<file path="src/rtl/env_adsr.sv">
// ---------------------------------------------------------------------------
// env_adsr
//   ADSR envelope generator with a two-stage sample scaling pipeline.
//   The envelope advances once per sample tick. The incoming offset-binary
//   sample is re-centred and multiplied by the envelope, giving a result
//   two clocks after the tick.
//
// Ports
//   sys_clk        in   1        single clock, rising edge
//   rst            in   1        asynchronous active-high reset
//   tick           in   1        one-cycle sample strobe
//   gate           in   1        note gate, high while the key is held
//   attack_rate    in   RATE_W   attack step rate
//   decay_rate     in   RATE_W   decay step rate
//   release_rate   in   RATE_W   release step rate
//   sustain_lvl    in   RATE_W   sustain level, upper byte of the envelope
//   sample_in      in   WAVE_W   modulator sample, offset binary
//   sample_out     out  WAVE_W   enveloped sample, offset binary
//   out_valid      out  1        one-cycle strobe for a new sample_out
//   env_level      out  16       current envelope value
//   env_state      out  3        IDLE=0 ATTACK=1 DECAY=2 SUSTAIN=3 RELEASE=4
// ---------------------------------------------------------------------------
module env_adsr #(
    parameter int WAVE_W = 16,
    parameter int RATE_W = 8
) (
    input  logic              sys_clk,
    input  logic              rst,
    input  logic              tick,
    input  logic              gate,
    input  logic [RATE_W-1:0] attack_rate,
    input  logic [RATE_W-1:0] decay_rate,
    input  logic [RATE_W-1:0] release_rate,
    input  logic [RATE_W-1:0] sustain_lvl,
    input  logic [WAVE_W-1:0] sample_in,
    output logic [WAVE_W-1:0] sample_out,
    output logic              out_valid,
    output logic [15:0]       env_level,
    output logic [2:0]        env_state
);

    typedef enum logic [2:0] {
        IDLE    = 3'd0,
        ATTACK  = 3'd1,
        DECAY   = 3'd2,
        SUSTAIN = 3'd3,
        RELEASE = 3'd4
    } state_t;

    localparam logic [WAVE_W-1:0] MID = {1'b1, {(WAVE_W-1){1'b0}}};

    // Step size for a rate code: (r + 1) * 16, computed in 17 bits.
    function automatic logic [16:0] step_of(input logic [RATE_W-1:0] r);
        logic [16:0] s;
        s = 17'(r) + 17'd1;
        return s << 4;
    endfunction

    state_t        state_q, state_d;
    logic [15:0]   env_q, env_d;
    logic          gate_q;
    logic          rise, fall;
    logic [15:0]   target;
    logic [16:0]   att_sum, dec_diff, rel_diff;

    logic [WAVE_W-1:0]        centred_q;
    logic [15:0]              env_s1_q;
    logic                     valid_s1_q;
    logic signed [WAVE_W+16:0] product;
    logic [WAVE_W-1:0]        scaled;
    logic [WAVE_W-1:0]        sample_out_q;
    logic                     out_valid_q;

    assign rise = gate & ~gate_q;
    assign fall = ~gate & gate_q;

    assign target = 16'({sustain_lvl, 8'h00});

    // 17-bit arithmetic: bit 16 flags overflow on the add and a borrow on
    // the subtracts, so saturation never wraps.
    assign att_sum  = {1'b0, env_q} + step_of(attack_rate);
    assign dec_diff = {1'b0, env_q} - step_of(decay_rate);
    assign rel_diff = {1'b0, env_q} - step_of(release_rate);

    always_ff @(posedge sys_clk or posedge rst) begin
        if (rst) begin
            state_q <= IDLE;
            env_q   <= 16'h0000;
            gate_q  <= 1'b0;
        end else begin
            state_q <= state_d;
            env_q   <= env_d;
            gate_q  <= gate;
        end
    end

    // Gate edges win over a coincident tick: only the state changes then.
    always_comb begin
        state_d = state_q;
        env_d   = env_q;
        if (rise) begin
            state_d = ATTACK;
        end else if (fall) begin
            if (state_q == ATTACK || state_q == DECAY || state_q == SUSTAIN) begin
                state_d = RELEASE;
            end
        end else if (tick) begin
            case (state_q)
                ATTACK: begin
                    if (att_sum >= 17'h0FFFF) begin
                        env_d   = 16'hFFFF;
                        state_d = DECAY;
                    end else begin
                        env_d = att_sum[15:0];
                    end
                end
                DECAY: begin
                    // Entering already at or below the target snaps to it.
                    if (env_q <= target || dec_diff[16] || dec_diff[15:0] <= target) begin
                        env_d   = target;
                        state_d = SUSTAIN;
                    end else begin
                        env_d = dec_diff[15:0];
                    end
                end
                SUSTAIN: begin
                    env_d = target;
                end
                RELEASE: begin
                    if (rel_diff[16] || rel_diff[15:0] == 16'h0000) begin
                        env_d   = 16'h0000;
                        state_d = IDLE;
                    end else begin
                        env_d = rel_diff[15:0];
                    end
                end
                default: begin
                    env_d   = 16'h0000;
                    state_d = IDLE;
                end
            endcase
        end
    end

    // Signed sample times unsigned envelope (zero-extended to keep it
    // positive); the arithmetic shift by 16 always fits back in WAVE_W bits.
    assign product = $signed(centred_q) * $signed({1'b0, env_s1_q});
    assign scaled  = WAVE_W'(product >>> 16);

    // Stage 1 captures the centred sample and the pre-update envelope on
    // tick; stage 2 produces the re-offset result and the valid strobe.
    always_ff @(posedge sys_clk or posedge rst) begin
        if (rst) begin
            centred_q    <= '0;
            env_s1_q     <= 16'h0000;
            valid_s1_q   <= 1'b0;
            sample_out_q <= MID;
            out_valid_q  <= 1'b0;
        end else begin
            valid_s1_q  <= tick;
            out_valid_q <= valid_s1_q;
            if (tick) begin
                centred_q <= sample_in - MID;
                env_s1_q  <= env_q;
            end
            if (valid_s1_q) begin
                sample_out_q <= MID + scaled;
            end
        end
    end

    assign sample_out = sample_out_q;
    assign out_valid  = out_valid_q;
    assign env_level  = env_q;
    assign env_state  = state_q;

endmodule

</file>
<file path="config.mk">
export PLATFORM = sky130hd
export DESIGN_NAME = env_adsr
export DESIGN_NICKNAME = d
export VERILOG_FILES = /design/src/rtl/env_adsr.sv
export SDC_FILE = /design/constraint.sdc
export NUM_CORES = 1
export LEC_CHECK = 0
export ABC_AREA = 1
export CORE_MARGIN = 1
export CORE_UTILIZATION = 25
export CTS_CLUSTER_SIZE = 8
export DETAILED_ROUTE_END_ITERATION = 12
export PLACE_DENSITY = 0.46
export SLEW_MARGIN = 20
export SYNTH_ARGS = -nofsm -noshare
export SYNTH_HDL_FRONTEND = slang
export SYNTH_SLANG_ARGS = --single-unit
</file>
<file path="constraint.sdc">
create_clock -name sys_clk -period 5.85 [get_ports sys_clk]
set_clock_uncertainty 0.15 [all_clocks]
set_input_delay 0.585 -clock sys_clk [delete_from_list [all_inputs] [get_ports sys_clk]]
set_output_delay 0.585 -clock sys_clk [all_outputs]
set_load 0.05 [all_outputs]
</file>
==> impl_metrics.py <==
metrics = {
    "timing": {
        "tightest_slew_ns": 0.744,
        "max_freq_mhz": 178,
        "timing.hold.ws_ns": 0.326,
        "drv_slew": 0,
        "finalHoldViolCount": 0,
        "slew_headroom": 0.504,
        "fin_crit_ns": 5.63,
        "setup_viol": 0,
        "period_share": 0.963,
    },
    "global_route": {
        "grtUsageTotal": 0.160,
        "antenna_found_initial": 0,
        "grt.overflow.total": 0,
        "grt_pass1_vias": 13167,
        "grt_pass1_wl_mm": 71.0,
        "grt_max_degree": 65,
    },
    "synth": {
        "synth_edf_count": 0,
        "synth.area.top_cells": "fa_1, nand2_1, ha_1",
        "ys_seq_area_frac": 0.113,
        "yosys_warnings": 0,
        "ys_seq_elements": 64,
        "yosysTopAreaCell": "fa_1",
        "ys_types": 48,
        "syn_inst": 2005,
        "synthArstFlopShare": 1.00,
        "synth_area_mm2": 0.0142,
        "yosysTopAreaCellShare": 0.255,
        "synthesis.nets": 2407,
        "synth.avg_cell_area_um2": 7.10,
        "synth-main-ff-cell": "dfrtp_1",
    },
    "floorplanning": {
        "die_y_um": 241,
        "start_util": 0.253,
        "fp.dieW_um": 241,
        "io-pin-count": 88,
        "fp-row-count": 87,
        "die-area_mm2": 0.0579,
        "coreArea_mm2": 0.0563,
    },
    "layout": {
        "diodes": 0,
        "nFillCells": 6272,
        "final_cell_mix": "nand2_1, inv_1, fa_1",
        "drive_gt1_frac": 0.0812,
        "final_common_cell": "nand2_1",
        "area.growth.synth_to_final_pct": 18.3,
        "layout.nets": 2517,
    },
    "power_and_ir_drop": {
        "leakage_nw": 9.31,
        "power_mw": 9.62,
        "powerDensity_mw_per_mm2": 571,
        "irDropWorstVdd_v": 0.000509,
    },
    "routing": {
        "via_per_inst": 4.42,
        "vias": 12696,
        "drt_first_pass_iters": 5,
        "first_iter_violations": 494,
        "drc": 0,
        "wire_per_inst_um": 15.6,
        "drt-total-wl_mm": 44.8,
        "postRouteAntennaNets": 0,
    },
    "cts": {
        "clk_path_buf_depth": 2,
        "tritoncts": "yes",
        "cts_root_buf": "clkbuf_16",
        "cts_hold_buffers": 0,
        "cts_inserted_buffers": 9,
        "clock_latency_ns": 0.38,
        "htreeDepth": 3,
        "clk_pin_slew_ns": 0.06,
        "cts.sinks": 64,
    },
    "place": {
        "dp_hpwl_mm": 38.6,
        "port_buffers": 87,
        "gp_congestion": 0.912,
    },
    "setup_path": {
        "path_class": "reg -> reg",
        "crit_path_end_kind": "flop",
        "worstPathRequired_ns": 6.00,
        "arrival_ns": 5.78,
        "crit_path_max_fanout": 7,
        "startpoint_type": "flop",
    },
    "min_path": {
        "hold_path.class": "reg -> reg",
    },
    "status": {
        "status": "finished, final reports clean",
    },
    "run": {
        "maxCapViolations": 0,
    },
}
[cell usage after synthesis, types with 2 or more instances]
master	number
a21o_1	3
inv_1	471
and3_1	3
inv_2	4
dfrtp_1	63
buf_4	5
nand2_1	584
nand3_1	87
a31oi_1	10
a21oi_1	59
nor2_2	5
o21bai_1	7
nand3b_1	16
clkbuf_1	52
nand4_1	21
nand2_2	10
nor2_1	99
xor2_1	32
o21a_1	5
xnor2_1	8
a21boi_0	2
o21ai_0	49
nor3_1	12
nor2_4	2
fa_1	181
a21oi_2	2
nor3_2	3
nand3_2	6
buf_6	3
ha_1	169
nor4_1	2
o21ai_1	13
a221oi_1	2
[through the flow]
step	utilization	std cells	setup TNS (ns)	setup WS, ns	instance area, um^2
floorplan	-	2005	0	0.0261	14200
global placement	0.289	2852	-0.0151	-0.0151	16300
detailed placement	0.289	2852	-0.00795	-0.00795	16300
CTS	0.295	2867	0	0.00213	16600
global route	0.299	2875	-0.0634	-0.0228	16800
finish	0.299	2875	0	0.218	16800
[area by class of cell]
| class | count | area (um^2) | area share |
|---|---|---|---|
| Timing Repair Buffer | 161 | 1490 | 0.0882 |
| Inverter | 476 | 1790 | 0.106 |
| Sequential cell | 64 | 1630 | 0.0967 |
| Multi-Input combinational cell | 1403 | 10700 | 0.635 |
| Clock inverter | 3 | 42.5 | 0.00253 |
| Clock buffer | 12 | 246 | 0.0146 |
| Tap cell | 756 | 946 | 0.0562 |
[what timing repair did]
item | 4_1_cts | 5_1_grt
resized for setup | 5 | 61
setup buffers | 0 | 8
endpoints found under the setup margin | 2 | 15
endpoints found under the hold margin | 0 | 0
pin swaps | 0 | 22
[final timing paths]
check                          startpoint              to  slack (ns)  cells after the start
max                           env_s1_q[8]  sample_out[15]        0.22                     24
min                        sample_out[15]  sample_out[15]        0.33                      2
max in group asynchronous             rst     env_s1_q[4]        4.41                      3
min reg2reg                sample_out[15]  sample_out[15]        0.33                      2
min in group asynchronous             rst    env_state[2]        0.58                      3
max reg2reg                   env_s1_q[8]  sample_out[15]        0.22                     24
[critical path, cell delays in order (launching register included)]
cell and delay [ns]:
dfrtp_2 0.46, buf_4 0.19, nand2_1 0.06, inv_1 0.05
fa_1 0.53, inv_1 0.05, fa_1 0.46, fa_1 0.52
inv_1 0.05, fa_1 0.49, fa_1 0.50, inv_1 0.05
fa_1 0.48, inv_1 0.05, ha_1 0.33, nand2_1 0.16
nor2_2 0.16, inv_1 0.11, nor3_2 0.14, nand2_1 0.09
nand2_1 0.11, nand2_1 0.10, nand3_1 0.08, nand2_1 0.05
o21ai_1 0.15
[registers in the layout, indices dropped and copies added, names as in the netlist]
| name | flops |
|---|---|
| valid_s1_q | 1 |
| sample_out | 16 |
| gate_q | 1 |
| env_s1_q | 13 |
| centred_q | 16 |
| out_valid | 1 |
| env_state | 3 |
| env_level | 13 |
[layer usage]
layer	vias to the layer above	track usage	routed length (um)
li1	6266	-	-
met1	6148	0.198	19800
met2	213	0.286	22400
met3	69	0.0225	1330
met4	0	0.0506	1250
met5	-	0	0
[report_power, final]
| group | total, mW | switching, mW | internal, mW |
|---|---|---|---|
| registers | 0.867 | 0.264 | 0.603 |
| clock network | 0.583 | 0.244 | 0.339 |
| logic | 8.17 | 5.05 | 3.12 |
| total | 9.62 | 5.56 | 4.06 |
[kinds of logic after synthesis]
logic type | Yosys count | share of synthesized area
and+or+nand+nor | 854 | 0.252
buffers and inverters | 538 | 0.145
adders and majority gates | 350 | 0.403
AOI/OAI and AO/OA | 159 | 0.0625
DFF | 64 | 0.113
xor gates and xnor gates | 40 | 0.0246
Power figures use the tool's default switching activity.
